===== src/rtl/vga_pattern_gen.sv =====
// Two-stage VGA test-pattern pixel pipeline: solid, colour bars, checker and scrolling gradient.
// Optional monitor-alignment border enabled by defining VGA_PATTERN_BORDER_EN.
module vga_pattern_gen #(
  parameter int H_VISIBLE  = 640,
  parameter int V_VISIBLE  = 480,
  parameter int H_LAST     = 799,
  parameter int V_LAST     = 524,
  parameter int CHECK_LOG2 = 5
) (
  input  logic        clk_i,
  input  logic        reset_ni,
  input  logic        visible_i,
  input  logic        hsync_i,
  input  logic        vsync_i,
  input  logic [9:0]  column_i,
  input  logic [9:0]  row_i,
  input  logic [1:0]  mode_i,
  input  logic [11:0] color_i,
  output logic        visible_o,
  output logic        hsync_o,
  output logic        vsync_o,
  output logic [3:0]  red_o,
  output logic [3:0]  green_o,
  output logic [3:0]  blue_o,
  output logic [7:0]  frame_o
);

  localparam int BAR_W = H_VISIBLE / 8;

  logic [7:0]  r_frame;
  logic [1:0]  r_mode;

  logic        r_vis1;
  logic        r_hs1;
  logic        r_vs1;
  logic [1:0]  r_mode1;
  logic [2:0]  r_bar1;
  logic        r_chk1;
  logic [7:0]  r_scroll1;
  logic [3:0]  r_rowb1;
  logic [11:0] r_color1;

  logic        r_vis2;
  logic        r_hs2;
  logic        r_vs2;
  logic [11:0] r_rgb2;

  logic        w_eof;
  logic [2:0]  w_bar;
  logic        w_chk;
  logic [7:0]  w_scroll;
  logic [11:0] w_rgb;

  assign w_eof    = (row_i == 10'(V_LAST)) && (column_i == 10'(H_LAST));
  assign w_chk    = column_i[CHECK_LOG2] ^ row_i[CHECK_LOG2];
  assign w_scroll = column_i[7:0] + r_frame;

  // Bar index counts the bar boundaries already passed; saturates at 7 past the visible width.
  always_comb begin
    w_bar = 3'd0;
    for (int k = 1; k < 8; k++) begin
      if (column_i >= 10'(k * BAR_W)) w_bar = w_bar + 3'd1;
    end
  end

  // Mode is latched only at end of frame so a frame never mixes patterns.
  always_ff @(posedge clk_i or negedge reset_ni) begin
    if (!reset_ni) begin
      r_frame <= 8'd0;
      r_mode  <= 2'd0;
    end else if (w_eof) begin
      r_frame <= r_frame + 8'd1;
      r_mode  <= mode_i;
    end
  end

  always_ff @(posedge clk_i or negedge reset_ni) begin
    if (!reset_ni) begin
      r_vis1    <= 1'b0;
      r_hs1     <= 1'b1;
      r_vs1     <= 1'b1;
      r_mode1   <= 2'd0;
      r_bar1    <= 3'd0;
      r_chk1    <= 1'b0;
      r_scroll1 <= 8'd0;
      r_rowb1   <= 4'd0;
      r_color1  <= 12'd0;
    end else begin
      r_vis1    <= visible_i;
      r_hs1     <= hsync_i;
      r_vs1     <= vsync_i;
      r_mode1   <= r_mode;
      r_bar1    <= w_bar;
      r_chk1    <= w_chk;
      r_scroll1 <= w_scroll;
      r_rowb1   <= row_i[8:5];
      r_color1  <= color_i;
    end
  end

`ifdef VGA_PATTERN_BORDER_EN
  logic w_border;
  logic r_border1;

  assign w_border = (column_i == 10'd0) || (column_i == 10'(H_VISIBLE - 1)) ||
                    (row_i == 10'd0) || (row_i == 10'(V_VISIBLE - 1));

  always_ff @(posedge clk_i or negedge reset_ni) begin
    if (!reset_ni) r_border1 <= 1'b0;
    else           r_border1 <= w_border;
  end
`endif

  // Bar order white..black maps to R = ~bar[1], G = ~bar[2], B = ~bar[0].
  always_comb begin
    w_rgb = 12'h000;
    if (r_vis1) begin
      case (r_mode1)
        2'd0: w_rgb = r_color1;
        2'd1: w_rgb = {{4{~r_bar1[1]}}, {4{~r_bar1[2]}}, {4{~r_bar1[0]}}};
        2'd2: w_rgb = {12{r_chk1}};
        default: w_rgb = {r_scroll1[7:4], ~r_scroll1[7:4], r_rowb1};
      endcase
`ifdef VGA_PATTERN_BORDER_EN
      if (r_border1) w_rgb = 12'hFFF;
`endif
    end
  end

  always_ff @(posedge clk_i or negedge reset_ni) begin
    if (!reset_ni) begin
      r_vis2 <= 1'b0;
      r_hs2  <= 1'b1;
      r_vs2  <= 1'b1;
      r_rgb2 <= 12'd0;
    end else begin
      r_vis2 <= r_vis1;
      r_hs2  <= r_hs1;
      r_vs2  <= r_vs1;
      r_rgb2 <= w_rgb;
    end
  end

  assign visible_o = r_vis2;
  assign hsync_o   = r_hs2;
  assign vsync_o   = r_vs2;
  assign red_o     = r_rgb2[11:8];
  assign green_o   = r_rgb2[7:4];
  assign blue_o    = r_rgb2[3:0];
  assign frame_o   = r_frame;

endmodule

===== config.mk =====
export PLATFORM = sky130hd
export DESIGN_NAME = vga_pattern_gen
export DESIGN_NICKNAME = d
export VERILOG_FILES = /design/src/rtl/vga_pattern_gen.sv
export SDC_FILE = /design/constraint.sdc
export NUM_CORES = 1
export LEC_CHECK = 0
export BUFFER_PORTS_ARGS = -buffer_cell sky130_fd_sc_hd__buf_2
export CAP_MARGIN = 20
export CORE_ASPECT_RATIO = 0.6
export CORE_MARGIN = 2
export CORE_UTILIZATION = 48
export DETAILED_ROUTE_END_ITERATION = 12
export HOLD_SLACK_MARGIN = 0.02
export PLACE_DENSITY_LB_ADDON = 0.25
export SYNTH_ARGS = -nofsm -noshare
export SYNTH_HDL_FRONTEND = slang
export SYNTH_SLANG_ARGS = --single-unit

===== constraint.sdc =====
create_clock -name clk_i -period 1.6 [get_ports clk_i]
set_input_delay 0.16 -clock clk_i [delete_from_list [all_inputs] [get_ports clk_i]]
set_output_delay 0.16 -clock clk_i [all_outputs]
set_load 0.005 [all_outputs]

Word level (Yosys, flattened, before mapping)
Cells that the tools add are included.
- register bits: 58
- bits of input ports: 39
- output and inout bits: 23
- logic and storage cells: 50
- $add $sub $neg: 8
- magnitude comparators: 7
- equality and inequality tests: 4
- muxes and demuxes: 9
- bitwise gates (word level): 5
- reduce and logical (&&, ||, !) cells: 2
- operator list (cell ; number):
    12-bit one-hot mux with 3 select lines ; 1
    10-bit by 9-bit >= comparator with 1-bit output (second input constant) ; 3
    10-bit equality test (second input constant) ; 2
    10-bit by 8-bit >= comparator with 1-bit output (second input constant) ; 2
    3-bit by 1-bit adder with 3-bit output (second input constant) ; 6
    3-bit two-way mux ; 6
    12-bit two-way mux ; 1
    10-bit >= comparator (second input constant) ; 1
    10-bit by 7-bit >= comparator with 1-bit output (second input constant) ; 1
    8-bit by 1-bit adder with 8-bit output (second input constant) ; 1
    8-bit adder ; 1
    4-bit NOT ; 1
    1-bit NOT ; 3
    2-bit by 1-bit equality test with 1-bit output (second input constant) ; 1
    2-bit equality test (second input constant) ; 1
    2-bit logical NOT ; 1
    1-bit logical AND ; 1
    1-bit two-way mux ; 1
    1-bit XOR ; 1

Logic depth before layout (Yosys ltp)
- depth in word-level cells: 14
- gate-level depth with buffers: 19
- mapped depth without buffers: 18

Worst setup path before layout
Ideal clock, no wire load.
- path type: input to register
- start point: input port column_i[5]
- end point: register r_bar1[2]
- arrival: 3.136 ns
- path slack: -1.616 ns
- stages: 18
- cell sequence: buf_2 o21ai_0 and3b_1 ha_1 inv_1 xnor2_1 ha_1 nand2b_1 a22oi_1 nor2_1 nor4_2 ha_1 mux2_4 ha_1 nand2_1 xnor2_1 xnor2_1 xnor2_1
- cells in the longest elaborated chain, start to end: 14
- ends and longest elaborated chain (what ; RTL line ; RTL):
    start, declared ; 15 ; input logic [9:0] column_i,
    10-bit by 7-bit >= comparator with 1-bit output ; 62 ; if (column_i >= 10'(k * BAR_W)) w_bar = w_bar + 3'd1;
    1-bit two-way mux ; 62 ;
    3-bit by 1-bit adder with 3-bit output ; 62 ;
    3-bit two-way mux ; 62 ;
    3-bit by 1-bit adder with 3-bit output ; 62 ;
    3-bit two-way mux ; 62 ;
    3-bit by 1-bit adder with 3-bit output ; 62 ;
    3-bit two-way mux ; 62 ;
    3-bit by 1-bit adder with 3-bit output ; 62 ;
    3-bit two-way mux ; 62 ;
    3-bit by 1-bit adder with 3-bit output ; 62 ;
    3-bit two-way mux ; 62 ;
    3-bit by 1-bit adder with 3-bit output ; 62 ;
    3-bit two-way mux * ; 62 ;
    via w_bar[2] ; 49 ; logic [2:0] w_bar;
    end signal, assigned ; 93 ; r_bar1 <= w_bar;
    end, declared ; 37 ; logic [2:0] r_bar1;
Mark *: on every way through the listed nets, which the timed path passes. The rest lies on a longest branch.
A chain may end at the register's enable or synchronous reset.

Worst setup path after layout
- start point: input port column_i[4]
- end point: register r_bar1[2]
The elaborated chain is that of the path after synthesis.

==> run metrics <==
Hold Crit Endpoint=r_rowb1[1]; FF/Latch Area=1360 µm²; Slowest-stage cell, CP=nor4_2; Final min period=2.99 ns; Setup crit end kind=flip-flop; EDFF count, synth=0; Worst Hold Class=primary input to flip-flop; Seq/Total Area, Yosys=0.519; R2R cell count=7; largest net degree at the start of global routing=37; Overall Global Routing Usage=0.219; die height=61.2 µm; CTS clock-pin slew for the worst setup and hold paths=0.10 ns; most frequent cells in the layout=buf_2 (56), dfrtp_1 (50), buf_4 (49), dlygate4sd3_1 (17), xnor2_1 (14); Final nets=405; worst hold margin=0.0628 ns; critical path class=primary input to flip-flop; Adder-Cell Fraction of Synth Area=0.0670; Initial Utilization=0.507; Fill cells=344; Max Slew Vio Count=0; Final Cell Area=3850 µm²; Via density=5.20; I/O pin total=62; CTS Buf Count=5; Worst Max-Slew Pin Slew=0.498 ns; DR iter-0 viols=58; crit path max fanout=3; Max Clk Rate=0.335 GHz; capture point of the worst reg-to-reg path=r_scroll1[7]; Synth top area share=0.478; Via Count=2178; final worst slack=-1.39 ns; gpl congestion=0.875; Multi-input gate area=1360 µm²; Synth Area in XOR/XNOR=0.0670; Distinct cells, synth=43; vias in the first global route=2105; CTS Buffer Depth=2; share of cells above drive strength 1=0.465; area leader, netlist=dfrtp_1; number of synthesized register bits=54; HP Start=row_i[6]; status=complete, but fails checks; Arr. time, crit path=3.23 ns; GR Overflow Total=0; PortBufs=61; Post-DP HPWL=4180 µm; core area=5150 µm²; mux cell area share after synthesis=0.0574; Synth Cell Area=2620 µm²; synth top area cells=dfrtp_1 (48%), ha_1 (6.7%), xnor2_1 (5.4%), dfstp_2 (4.0%), mux4_2 (3.4%); Area growth, synth to finish=47.2%; FF-to-FF Start=frame_o[5]; asr flop ratio synth=1.00; setup TNS=-2.68 ns; initial antenna violation count=0; Std-Cell Rows=20; Post-DP Area=3350 µm²; ys flop type=dfrtp_1; first-pass GRT wire length=10100 µm; CTS tree=done; combinational family with the most area after synthesis=simple AND/OR/NAND/NOR gates; Clk Latency, worst-skew pair=0.31 ns; compound-cell area share of the yosys netlist=0.0981; yosys warns=0; Hold Vio Cnt, Final=0; Post-DRT Antenna Nets=0; max cap viols=0; most common cell after layout, fill and taps aside=buf_2; Critical Path Source=column_i[4]; Pwr Density=781 nW/µm²; H-tree levels=2; Worst Hold Depth=2; R2R setup slack=-0.01 ns; Static Leak=1.87 nW; DRC=0; worst slack, placed=-1.75 ns; Die ar.=6070 µm²; wire length per cell=15.2 µm; die extent in x=99.3 µm; clock sinks=54; violated checks=negative setup slack; final setup vio count=3; simple-gate share of the synthesized area=0.165; CP peak stage delay=0.33 ns; Max-slew headroom=0.664; syn_nets=278; crit path cell chain=buf_8 -> o21ai_2 -> and3b_2 -> ha_4 -> inv_4 -> xnor2_4 -> ha_4 -> nand2b_4 -> a22oi_2 -> nor2_2 -> nor4_2 -> ha_1 -> mux2_4 -> ha_4 -> nand2_4 -> xnor2_2 -> xnor2_1 -> xnor2_1; Max IR drop VDD=0.000541 V; Final Cycle Share=1.87; number of iterations in the first detailed-routing pass=4; Mapped Cells=225; # diodes=0; syn_area_per_cell=11.6 µm²; WL final=6370 µm; Final Skew=0.00570 ns; CTS Root Buffer Type=clkbuf_8; unrepaired setup endpoints after global routing=yes; Bufs and invs on worst path=2; CP top delay family=adder cells; Required @ worst endpoint=1.84 ns; crit-path most repeated cell=ha_4; crit start category=primary input
==> sequential cells by signal, summed over array words and instances, names as in the netlist <==
register and count:
visible_o 1, r_scroll1 4, r_mode1 2, r_mode 2, r_rowb1 4, r_vis1 1
r_bar1 3, r_rgb2 12, frame_o 8, hsync_o 1, r_hs1 1, vsync_o 1
r_color1 12, r_vs1 1, r_chk1 1
==> cells by family after synthesis <==
family	count (synthesis)
compound gates	41
xor+xnor	20
fa+ha+maj	14
buf+inv	16
flops	54
mux	9
simple gates	71
==> worst max path at each step <==
stage                end  slack [ns]  cells after the start
6_report       r_bar1[2]       -1.39                     18
5_1_grt        r_bar1[2]       -1.47                     18
4_1_cts        r_bar1[2]       -1.18                     19
3_5_place_dp   r_bar1[2]       -1.75                     19
3_3_place_gp   r_bar1[2]       -1.59                     19
2_1_floorplan  r_bar1[2]       -1.53                     18
==> through the flow <==
stage	utilization	total power [mW]	std cells
2_1_floorplan	-	1.75	225
3_3_place_gp	0.650	1.95	385
3_5_place_dp	0.650	1.97	385
4_1_cts	0.728	2.99	416
5_1_grt	0.747	3.16	419
6_report	0.747	3.01	419
==> final cells by class <==
cell class,instances,area share
flip-flops and latches,54,0.352
well taps,66,0.0215
clock buffers,5,0.0179
repair buffers,128,0.233
inverters,8,0.00845
multi-input cells,155,0.354
clock inverters,3,0.0127
==> timing repair <==
item                                   CTS  global route
resized for setup                       12            15
pin swaps                               21            17
setup buffers                            6             3
endpoints found under the hold margin   34             0
setup endpoints to repair                5             6
hold buffers                            17             0
cloned                                   0             0
==> metal layers <==
layer  GRT usage  part of all wire  wire length [µm]
met1       0.303              0.47              2960
met2       0.349              0.46              2940
met3      0.0522             0.064               405
met4      0.0783            0.0096                61
met5           0                 0                 0
==> synth_stat cells, types with 4 or more instances <==
cell type and n:
a21oi_1 16, and2_1 4, clkbuf_1 5, dfrtp_1 50
dfstp_2 4, ha_1 14, inv_1 8, mux2_2 4
mux4_2 4, nand2_1 15, nand2b_1 9, nand3_1 8
nand4_1 5, nor2_1 11, nor2b_1 4, o21a_1 10
o21ai_0 6, xnor2_1 16, xor2_1 4
==> power breakdown <==
part           switching [mW]  internal, mW
Sequential             0.0281          1.45
Clock                   0.457         0.477
Combinational           0.270         0.328
Note: power is estimated with default switching activity, not from simulation.
